===== src/rtl/tcam_ctrl_pkg.sv =====
// Shared types and constants for the 7-bit-key, 64-entry TCAM sequencer.
// Holds request ops, FSM states and the ternary row-encoding rule.
package tcam_ctrl_pkg;

  localparam int KEY_W   = 7;
  localparam int ENTRY_W = 6;
  localparam int ROWS    = 1 << KEY_W;

  typedef enum logic [1:0] {
    OP_SRCH = 2'b00,
    OP_WR   = 2'b01,
    OP_DEL  = 2'b10,
    OP_RSV  = 2'b11
  } op_e;

  typedef enum logic [3:0] {
    ST_IDLE,
    ST_SRCH_RD,
    ST_SRCH_WAIT,
    ST_SRCH_RSP,
    ST_UPD_RD,
    ST_UPD_WAIT,
    ST_UPD_WR,
    ST_UPD_DONE,
    ST_ERR_RSP
  } state_e;

  function automatic logic row_bit(
    input logic [KEY_W-1:0] r,
    input logic [KEY_W-1:0] key,
    input logic [KEY_W-1:0] mask
  );
    return (r & ~mask) == (key & ~mask);
  endfunction

endpackage


===== src/rtl/tcam_prio_enc.sv =====
// 64-bit lowest-index priority encoder for TCAM hit reporting.
// Lowest set bit wins; idx is 0 when nothing is set.
module tcam_prio_enc
  import tcam_ctrl_pkg::*;
(
  input  logic [63:0]        in_vec,
  output logic               out_hit,
  output logic [ENTRY_W-1:0] out_idx
);

  always_comb begin
    out_hit = |in_vec;
    out_idx = '0;
    for (int i = 63; i >= 0; i--) begin
      if (in_vec[i]) out_idx = ENTRY_W'(i);
    end
  end

endmodule


===== src/rtl/tcam_7x64_ctrl.sv =====
// Request sequencer for the SRAM-based 7x64 TCAM (search, rule RMW, delete).
// Define TCAM_CTRL_PRIO_ENC_EN to return hit/lowest index with each search.
module tcam_7x64_ctrl
  import tcam_ctrl_pkg::*;
(
  input  logic               in_clk,
  input  logic               in_rst,
  input  logic               in_req_valid,
  output logic               out_req_ready,
  input  logic [1:0]         in_req_op,
  input  logic [KEY_W-1:0]   in_req_key,
  input  logic [KEY_W-1:0]   in_req_mask,
  input  logic [ENTRY_W-1:0] in_req_entry,
  output logic               out_rsp_valid,
  output logic [63:0]        out_rsp_match,
  output logic               out_rsp_hit,
  output logic [ENTRY_W-1:0] out_rsp_idx,
  output logic               out_rsp_err,
  output logic               out_busy,
  output logic               out_mem_csb,
  output logic               out_mem_web,
  output logic [3:0]         out_mem_wmask,
  output logic [7:0]         out_mem_addr,
  output logic [31:0]        out_mem_wdata,
  input  logic [63:0]        in_mem_rdata
);

  state_e             state_q, state_d;
  op_e                op_q, op_d;
  logic [KEY_W-1:0]   key_q, key_d;
  logic [KEY_W-1:0]   mask_q, mask_d;
  logic [ENTRY_W-1:0] entry_q, entry_d;
  logic [KEY_W-1:0]   row_q, row_d;
  logic [31:0]        word_q, word_d;
  logic [63:0]        match_q, match_d;
  logic               rule_bit;

  always_ff @(posedge in_clk) begin
    if (in_rst) begin
      state_q <= ST_IDLE;
      op_q    <= OP_SRCH;
      key_q   <= '0;
      mask_q  <= '0;
      entry_q <= '0;
      row_q   <= '0;
      word_q  <= '0;
      match_q <= '0;
    end else begin
      state_q <= state_d;
      op_q    <= op_d;
      key_q   <= key_d;
      mask_q  <= mask_d;
      entry_q <= entry_d;
      row_q   <= row_d;
      word_q  <= word_d;
      match_q <= match_d;
    end
  end

  always_comb begin
    state_d = state_q;
    op_d    = op_q;
    key_d   = key_q;
    mask_d  = mask_q;
    entry_d = entry_q;
    row_d   = row_q;
    word_d  = word_q;
    match_d = match_q;
    unique case (state_q)
      ST_IDLE: begin
        if (in_req_valid) begin
          op_d    = op_e'(in_req_op);
          key_d   = in_req_key;
          mask_d  = in_req_mask;
          entry_d = in_req_entry;
          row_d   = '0;
          unique case (op_e'(in_req_op))
            OP_SRCH: state_d = ST_SRCH_RD;
            OP_WR:   state_d = ST_UPD_RD;
            OP_DEL:  state_d = ST_UPD_RD;
            default: state_d = ST_ERR_RSP;
          endcase
        end
      end
      ST_SRCH_RD:  state_d = ST_SRCH_WAIT;
      ST_SRCH_WAIT: begin
        match_d = in_mem_rdata;
        state_d = ST_SRCH_RSP;
      end
      ST_UPD_RD:   state_d = ST_UPD_WAIT;
      ST_UPD_WAIT: begin
        word_d  = entry_q[5] ? in_mem_rdata[63:32]
                             : in_mem_rdata[31:0];
        state_d = ST_UPD_WR;
      end
      ST_UPD_WR: begin
        if (row_q == KEY_W'(ROWS - 1)) begin
          state_d = ST_UPD_DONE;
        end else begin
          row_d   = row_q + 1'b1;
          state_d = ST_UPD_RD;
        end
      end
      default: state_d = ST_IDLE;
    endcase
  end

  // Delete shares the RMW path; it just writes a constant 0 rule bit.
  assign rule_bit = (op_q == OP_WR) &&
                    row_bit(row_q, key_q, mask_q);

  always_comb begin
    out_req_ready = 1'b0;
    out_rsp_valid = 1'b0;
    out_rsp_match = '0;
    out_rsp_err   = 1'b0;
    out_mem_csb   = 1'b1;
    out_mem_web   = 1'b1;
    out_mem_wmask = '0;
    out_mem_addr  = '0;
    out_mem_wdata = '0;
    unique case (state_q)
      ST_IDLE: out_req_ready = 1'b1;
      ST_SRCH_RD: begin
        out_mem_csb  = 1'b0;
        out_mem_addr = {1'b0, key_q};
      end
      ST_SRCH_RSP: begin
        out_rsp_valid = 1'b1;
        out_rsp_match = match_q;
      end
      ST_UPD_RD: begin
        out_mem_csb  = 1'b0;
        out_mem_addr = {entry_q[5], row_q};
      end
      ST_UPD_WR: begin
        out_mem_csb   = 1'b0;
        out_mem_web   = 1'b0;
        out_mem_addr  = {entry_q[5], row_q};
        out_mem_wmask = 4'b0001 << entry_q[4:3];
        out_mem_wdata = word_q;
        out_mem_wdata[entry_q[4:0]] = rule_bit;
      end
      ST_UPD_DONE: out_rsp_valid = 1'b1;
      ST_ERR_RSP: begin
        out_rsp_valid = 1'b1;
        out_rsp_err   = 1'b1;
      end
      default: ;
    endcase
  end

  assign out_busy = (state_q != ST_IDLE);

`ifdef TCAM_CTRL_PRIO_ENC_EN
  tcam_prio_enc u_prio_enc (
    .in_vec  (out_rsp_match),
    .out_hit (out_rsp_hit),
    .out_idx (out_rsp_idx)
  );
`else
  assign out_rsp_hit = 1'b0;
  assign out_rsp_idx = '0;
`endif

endmodule

===== config.mk =====
export PLATFORM = sky130hd
export DESIGN_NAME = tcam_7x64_ctrl
export DESIGN_NICKNAME = d
export VERILOG_FILES = /design/src/rtl/tcam_ctrl_pkg.sv /design/src/rtl/tcam_prio_enc.sv /design/src/rtl/tcam_7x64_ctrl.sv
export SDC_FILE = /design/constraint.sdc
export NUM_CORES = 1
export LEC_CHECK = 0
export ABC_AREA = 1
export CELL_PAD_IN_SITES_DETAIL_PLACEMENT = 2
export CELL_PAD_IN_SITES_GLOBAL_PLACEMENT = 2
export CORE_MARGIN = 4
export CORE_UTILIZATION = 25
export CTS_BUF_LIST = sky130_fd_sc_hd__clkbuf_8
export DETAILED_ROUTE_END_ITERATION = 10
export GPL_TIMING_DRIVEN = 0
export PLACE_DENSITY = 0.84
export SKIP_LAST_GASP = 1
export SLEW_MARGIN = 40
export SYNTH_ARGS = -nofsm -noshare
export SYNTH_HDL_FRONTEND = slang
export SYNTH_SLANG_ARGS = --single-unit

===== constraint.sdc =====
create_clock -name in_clk -period 1.8 [get_ports in_clk]
set_input_delay 0.36 -clock in_clk [delete_from_list [all_inputs] [get_ports in_clk]]
set_output_delay 0.36 -clock in_clk [all_outputs]
set_load 0.01 [all_outputs]

==> results of run 1 <==
routing by layer:
layer  routed length, microns  vias up  part of all wire  GRT usage
met2                    20600      241              0.53      0.411
met5                       17        -           0.00044          0
met4                      985        2             0.025     0.0603
met3                     2190       63             0.056     0.0639
met1                    15300     4038              0.39      0.275
li1                         -     3635                 -          -
flip-flops by register name, summed over array words and instances (netlist names):
| name | cells |
|---|---|
| mask_q | 7 |
| word_q | 32 |
| op_q | 2 |
| key_q | 7 |
| state_q | 4 |
| row_q | 7 |
| match_q | 64 |
| entry_q | 6 |
cells in the final DEF (no fill, tap or decap), types with 14 or more instances in the layout:
cell / count
sky130_fd_sc_hd__clkdlybuf4s50_1: 87
sky130_fd_sc_hd__inv_2: 14
sky130_fd_sc_hd__o21ai_1: 37
sky130_fd_sc_hd__buf_2: 46
sky130_fd_sc_hd__inv_1: 87
sky130_fd_sc_hd__buf_6: 104
sky130_fd_sc_hd__buf_4: 75
sky130_fd_sc_hd__nor2_2: 31
sky130_fd_sc_hd__clkbuf_1: 14
sky130_fd_sc_hd__nand3_1: 17
sky130_fd_sc_hd__a21oi_1: 94
sky130_fd_sc_hd__nor2_1: 16
sky130_fd_sc_hd__clkbuf_8: 19
sky130_fd_sc_hd__nor2_4: 70
sky130_fd_sc_hd__dfxtp_1: 109
sky130_fd_sc_hd__a21oi_4: 19
sky130_fd_sc_hd__buf_12: 16
sky130_fd_sc_hd__a31oi_1: 32
sky130_fd_sc_hd__nand2_1: 91
sky130_fd_sc_hd__o21ai_0: 112
final timing paths:
kind / end / startpoint / slack (ns) / cells after the start
hold reg to reg: match_q[3] / match_q[3] / 0.46 / 2
setup reg to reg: entry_q[1] / state_q[0] / -0.29 / 11
setup / recovery: out_mem_wdata[10] / row_q[2] / -0.54 / 9
hold / removal: op_q[1] / in_rst / 0.24 / 2
final cells by class:
cell class              instances  area [sq um]
plain buffers                  61           475
fillers                      2655         12700
repair buffers                307          3200
well taps                     324           405
clock inverters                11           164
clock buffers                  19           262
multi-input cells             603          4060
inverters                     118           519
flip-flops and latches        129          2640
logic make-up (layout without fill, tap and decap cells):
logic type                 Yosys count  count (layout)
buffers and inverters              183             516
and+or+nand+nor                    271             272
other                                1               7
adders and majority gates            3               3
DFF                                129             129
AOI/OAI and AO/OA                  321             321
where the power goes:
part           leakage, nW  switching (mW)  internal [mW]
sequential            1.06           0.223           3.16
clock                0.207            1.37           1.56
combinational         3.24            1.95           1.25
repair_timing:
item	in CTS	in global routing
pin swaps	15	38
gates cloned	9	4
gates resized for setup	746	295
setup buffers	48	51
endpoints found under the setup margin	118	124
hold buffers	0	0
per-stage QoR:
stage,cells,hold slack (ns)
final,1572,0.240
after global routing,1572,0.245
after CTS,1523,0.211
after detailed placement,1439,0.448
after global placement,1439,0.442
after floorplan,914,0.429
critical path, delay by kind of cell, from the launching register on:
kind,cells,cell delay [ns]
AO/OA/AOI/OAI,1,0.14
buffers and inverters,3,0.43
AND/OR/NAND/NOR,5,0.55
flip-flops,1,0.37
==> flow_metrics.tcl, run 1 <==
set metrics [dict create \
    run_status "finished, violations left" \
    failed_checks "setup timing" \
    power_per_cell_area_nw_per_um2 811 \
    dieWidth_microns 166 \
    path_cells "inv_2 -> nand2_1 -> nand3_1 -> nand2_2 -> nor2_4 -> nand2_8 -> clkbuf_16 -> a21oi_2 -> buf_4" \
    tot_pwr_mw 9.51 \
    dieArea_sq_um 27400 \
    synthesis.instances 908 \
    finalClockSkew_ns 0.0319 \
    synth_xor_xnor_area_share 0 \
    worstSetupPathType "reg2out" \
    first_global_vias 8358 \
    placedInstanceArea_sq_um 8650 \
    buffer_levels_on_the_longest_clock_path 2 \
    warnings_from_yosys 0 \
    combinational_family_with_the_most_area_after_synthesis "compound AO/OA/AOI/OAI gates" \
    worst-slew-pin-transition_ns 0.690 \
    maxClockFrequency_mhz 428 \
    grt.total_usage 0.231 \
    antenna_found_initial 1 \
    synthToLayoutAreaGrowth_pct 88.8 \
    crit_path_max_fanout 8 \
    clkSlewWorstSetupHoldPaths_ns 0.11 \
    finish.net_count 1329 \
    globalplace.congestion 0.822 \
    finalSetupTns_ns -47.67 \
    worst_ep_arrival_time_ns 1.98 \
    insertedDiodeCount 0 \
    layout.core_utilization 0.481 \
    quantity_of_i_o_buffers_inserted_on_ports 201 \
    final_hold_viol_count 0 \
    cts_htree_levels 4 \
    static-leakage-power_nw 4.51 \
    layout_min_cycle_time_ns 2.34 \
    tritoncts "yes" \
    synthMuxAreaShare 0 \
    drc 0 \
    worstSkewPairLatency_ns 0.48 \
    core_box_area_sq_um 24400 \
    synth_enable_flop_cells 0 \
    most_area_consuming_cells_after_synthesis "sky130_fd_sc_hd__dfxtp_1, sky130_fd_sc_hd__o21ai_0, sky130_fd_sc_hd__a21oi_1, sky130_fd_sc_hd__nand2_1, sky130_fd_sc_hd__nor2_1" \
    remaining_antenna_violation_count 0 \
    hold_removal_path_class "in2reg" \
    synth-seq-cells 129 \
    io_pins 210 \
    cts_inserted_buffers 17 \
    postSynth.asyncResetShare 0 \
    cts-root-buf "sky130_fd_sc_hd__clkbuf_8" \
    synth_top_cell_by_area "sky130_fd_sc_hd__dfxtp_1" \
    yosysSeqAreaShare 0.416 \
    die_h_microns 166 \
    hpwl_dp_mm 21.7 \
    first_pass_grt_wire_length_mm 49.9 \
    setup_viol_count_final 145 \
    worst_path_setup_slack_after_routing_ns -0.537 \
    clkSinkCount 129 \
    via_count 7979 \
    cpMaxStageDelayCell "sky130_fd_sc_hd__dfxtp_4" \
    rsz0062_at_grt "yes" \
    pre_cts_slack_ns -0.746 \
    drt-total-wl_mm 39.0 \
    final_layout_size_suffix_gt1_frac 0.429 \
    synth.top_cell.area_share 0.416 \
    synth-simple-area-share 0.180 \
    finish.instance_area_sq_um 11700 \
    synth_top_cells_by_count "sky130_fd_sc_hd__o21ai_0, sky130_fd_sc_hd__dfxtp_1, sky130_fd_sc_hd__a21oi_1" \
    synth_compound_area_frac 0.267 \
    ys_dominant_reg_cell "sky130_fd_sc_hd__dfxtp_1" \
    start_util 0.255 \
    max_slew_margin 0.540 \
    synth_most_common_cell "sky130_fd_sc_hd__o21ai_0" \
    post_drt_wl_per_cell_microns 24.8 \
    drt-initial-drc-count 351 \
    min_period_over_period 1.30 \
    maximum_number_of_pins_on_one_net_before_global_route_repair 17 \
    drv_slew 0 \
    cap_viol_max_count 0 \
    drt_pre_antenna_iters 4 \
    syn-cell-area_sq_um 6210 \
    gr_ovfl_total 0 \
    viasPerCell 5.08 \
    crit_path_max_incr_delay_ns 0.37 \
    placement_rows 57 \
    synthDistinctLibCells 28 \
    synth_adder_area_share 0.00604 \
    critPathCaptureType "primary output" \
    maximum_resistive_drop_on_vdd_v 0.000443 \
    syn-mean-instance-area_sq_um 6.84 \
    start_kind "flop" \
    worstPathRequired_ns 1.44 \
]
(Power assumes the default switching activity.)
==> run 2: changes to the inputs <==
--- a/config.mk
+++ b/config.mk
@@ -15,7 +15,6 @@
 export GPL_TIMING_DRIVEN = 0
 export PLACE_DENSITY = 0.84
 export SKIP_LAST_GASP = 1
-export SLEW_MARGIN = 40
 export SYNTH_ARGS = -nofsm -noshare
 export SYNTH_HDL_FRONTEND = slang
 export SYNTH_SLANG_ARGS = --single-unit
==> results of run 2 <==
No change in the layout: final DEF, timing and power equal those of run 1.
==> run 3: changes to the inputs <==
==> constraint.sdc (replaced) <==
create_clock -name in_clk -period 1.8 [get_ports in_clk]
set_input_delay 0.36 -clock in_clk [delete_from_list [all_inputs] [get_ports in_clk]]
set_output_delay 0.36 -clock in_clk [all_outputs]
set_load 0.1 [all_outputs]
==> run 3 against run 2 <==
- the run still ends with setup timing left
- count of clock-buffer cells in the layout fell by 1
- combinational power up 23%
- clock skew down 0.013 ns
- utilization is 5.6 points higher
- worst setup slack worse by 0.16 ns
- die area unchanged
- routed wire length is 36% higher
- first-iteration DRC count up 75%
- highest routed layer is now met4
- maximum frequency shrank 6.5%
==> flow_metrics.tcl, run 3 (synthesized netlist as in run 1, its figures left out) <==
set metrics [dict create \
    number_of_placed_instances_taps_included 1439 \
    worstSkewPairLatency_ns 0.49 \
    cpMaxStageDelayCell "sky130_fd_sc_hd__dfxtp_4" \
    share_seq_of_total_power 0.329 \
    dieWidth_microns 166 \
    hp-start "in_rst" \
    die_h_microns 166 \
    drt-total-wl_mm 53.1 \
    grt.total_usage 0.307 \
    first_pass_grt_wire_length_mm 64.7 \
    regToRegEndpoint "match_q[29]" \
    drt_pre_antenna_iters 7 \
    drv_slew 0 \
    min_period_over_period 1.39 \
    clkSlewWorstSetupHoldPaths_ns 0.09 \
    worst_path_setup_slack_after_routing_ns -0.698 \
    layout.core_utilization 0.537 \
    timing.reg2reg.setup_slack_ns -0.24 \
    switching_power_mw 4.44 \
    cts_htree_levels 4 \
    drc 0 \
    start_kind "flop" \
    synthToLayoutAreaGrowth_pct 111 \
    core_box_area_sq_um 24400 \
    critPathTopFamily "buffers and inverters" \
    io_pins 210 \
    placement_rows 57 \
    via_count 8847 \
    stdcell_count 1560 \
    failed_checks "setup timing" \
    final_layout_size_suffix_gt1_frac 0.438 \
    finalClockSkew_ns 0.0194 \
    power.share.clock 0.292 \
    power.combinational.fraction 0.378 \
    crit_path_max_fanout 10 \
    clkSinkCount 129 \
    largest_register_ffs 64 \
    hpwl_dp_mm 23.2 \
    run_status "finished, violations left" \
    internal_power_mw 6.01 \
    start_util 0.255 \
    quantity_of_i_o_buffers_inserted_on_ports 201 \
    first_global_vias 9576 \
    final_hold_viol_count 0 \
    worst-slew-pin-transition_ns 0.812 \
    cp_common_cell "sky130_fd_sc_hd__buf_12" \
    maximum_number_of_pins_on_one_net_before_global_route_repair 17 \
    maximum_resistive_drop_on_vdd_v 0.000513 \
    cp.buffers_inverters 4 \
    tritoncts "yes" \
    power_per_cell_area_nw_per_um2 797 \
    dieArea_sq_um 27400 \
    viasPerCell 5.67 \
    setup_viol_count_final 143 \
    layout_min_cycle_time_ns 2.50 \
    antenna_found_initial 3 \
    crit_path_max_incr_delay_ns 0.40 \
    worstSetupPathType "reg2out" \
    hold-path-cell-count 2 \
    largest_register "match_q" \
    highest_count_cells_in_the_layout_ignoring_fill_and_taps "sky130_fd_sc_hd__buf_12, sky130_fd_sc_hd__dfxtp_1, sky130_fd_sc_hd__o21ai_0" \
    pre_cts_slack_ns -1.37 \
    buffer_levels_on_the_longest_clock_path 2 \
    finish.net_count 1311 \
    drt-initial-drc-count 615 \
    max_slew_margin 0.458 \
    mostFrequentLayoutCell "sky130_fd_sc_hd__buf_12" \
    netSwitchingFraction 0.425 \
    remaining_antenna_violation_count 0 \
    maxClockFrequency_mhz 400 \
    cap_viol_max_count 0 \
    gr_ovfl_total 0 \
    rsz0062_at_grt "yes" \
    path_cells "inv_2 -> nand2_4 -> nor2_4 -> buf_12 -> buf_6 -> o21ai_1 -> a21oi_4 -> buf_12" \
    r2r_cells 9 \
    cts_hold_buf 0 \
    hold_removal_path_class "in2reg" \
    regToRegStartpoint "state_q[0]" \
    cts_inserted_buffers 17 \
    worstHoldEndpoint "row_q[2]" \
    post_drt_wl_per_cell_microns 34.0 \
    static-leakage-power_nw 4.69 \
    globalplace.congestion 0.797 \
    cts-root-buf "sky130_fd_sc_hd__clkbuf_8" \
    worstPathRequired_ns 1.44 \
    critPathCaptureType "primary output" \
    largestRegisters "match_q: 64 flops, word_q: 32 flops" \
    worst_ep_arrival_time_ns 2.14 \
]
-- run 3: cell count changes in the layout (fill, tap and decap cells not counted), sizes merged, moves of 2 or more --
cell    change
buf        -18
diode       +4
clkinv      +2
inv         +2
clkbuf      -2
-- run 3: power by group through the flow --
| stage | Clock, mW | Sequential (mW) | Combinational (mW) |
|---|---|---|---|
| finish | 3.06 | 3.44 | 3.95 |
| global route | 3.13 | 3.45 | 4.07 |
| CTS | 2.89 | 3.36 | 3.32 |
| detailed placement | 0 | 3.40 | 2.55 |
| global placement | 0 | 3.38 | 2.45 |
| floorplan | 0 | 3.35 | 1.74 |
-- run 3: how the worst max path moves through the flow --
stage,endpoint,cells after the start,slack (ns),start
6_report,out_mem_wdata[30],8,-0.70,state_q[0]
4_1_cts,out_mem_wdata[14],10,-0.56,row_q[6]
3_5_place_dp,out_rsp_match[17],7,-1.37,state_q[3]
3_3_place_gp,out_rsp_match[19],7,-1.33,state_q[3]
5_1_grt,out_mem_wdata[4],8,-0.73,state_q[3]
2_1_floorplan,out_rsp_match[16],6,-0.73,state_q[3]
-- run 3: repair_timing --
action,4_1_cts,5_1_grt
setup endpoints to repair,115,167
pin swaps,26,38
cloned,10,1
resized for setup,1260,95
setup buffers,54,33
-- run 3: routing by layer --
metal / track usage / part of all wire / vias up
met1: 0.331 / 0.35 / 4469
met2: 0.567 / 0.51 / 547
met3: 0.0779 / 0.064 / 213
met4: 0.128 / 0.069 / 0
li1: - / - / 3618
met5: 0 / 0 / -
-- run 3: worst reg2reg max path, cell delays in order (launching register included) --
cell	delay [ns]
sky130_fd_sc_hd__dfxtp_4	0.43
sky130_fd_sc_hd__inv_2	0.08
sky130_fd_sc_hd__nand2_4	0.10
sky130_fd_sc_hd__inv_4	0.06
sky130_fd_sc_hd__buf_4	0.14
sky130_fd_sc_hd__nand2_2	0.20
sky130_fd_sc_hd__buf_12	0.21
sky130_fd_sc_hd__buf_6	0.19
sky130_fd_sc_hd__o21ai_0	0.16
sky130_fd_sc_hd__a21oi_1	0.38
-- run 3: layout make-up --
class                      instances  area (sq um)
buffer                            59           459
clock inverter                    14           189
tap                              324           405
multi-input combinational        604          4430
timing repair buffer             290          4190
inverter                         118           532
clock buffer                      18           248
sequential                       129          2640
fill                            2426         11300
antenna                            4          10.0
-- run 3: through the flow --
step | TNS [ns] | area [sq um] | hold WS [ns] | power (mW)
finish | -54.07 | 13100 | 0.172 | 10.4
global placement | -129.10 | 9590 | 0.440 | 5.84
floorplan | -40.84 | 7170 | 0.429 | 5.09
CTS | -40.88 | 12700 | 0.173 | 9.57
detailed placement | -132.26 | 9590 | 0.451 | 5.95
global route | -59.17 | 13100 | 0.174 | 10.7
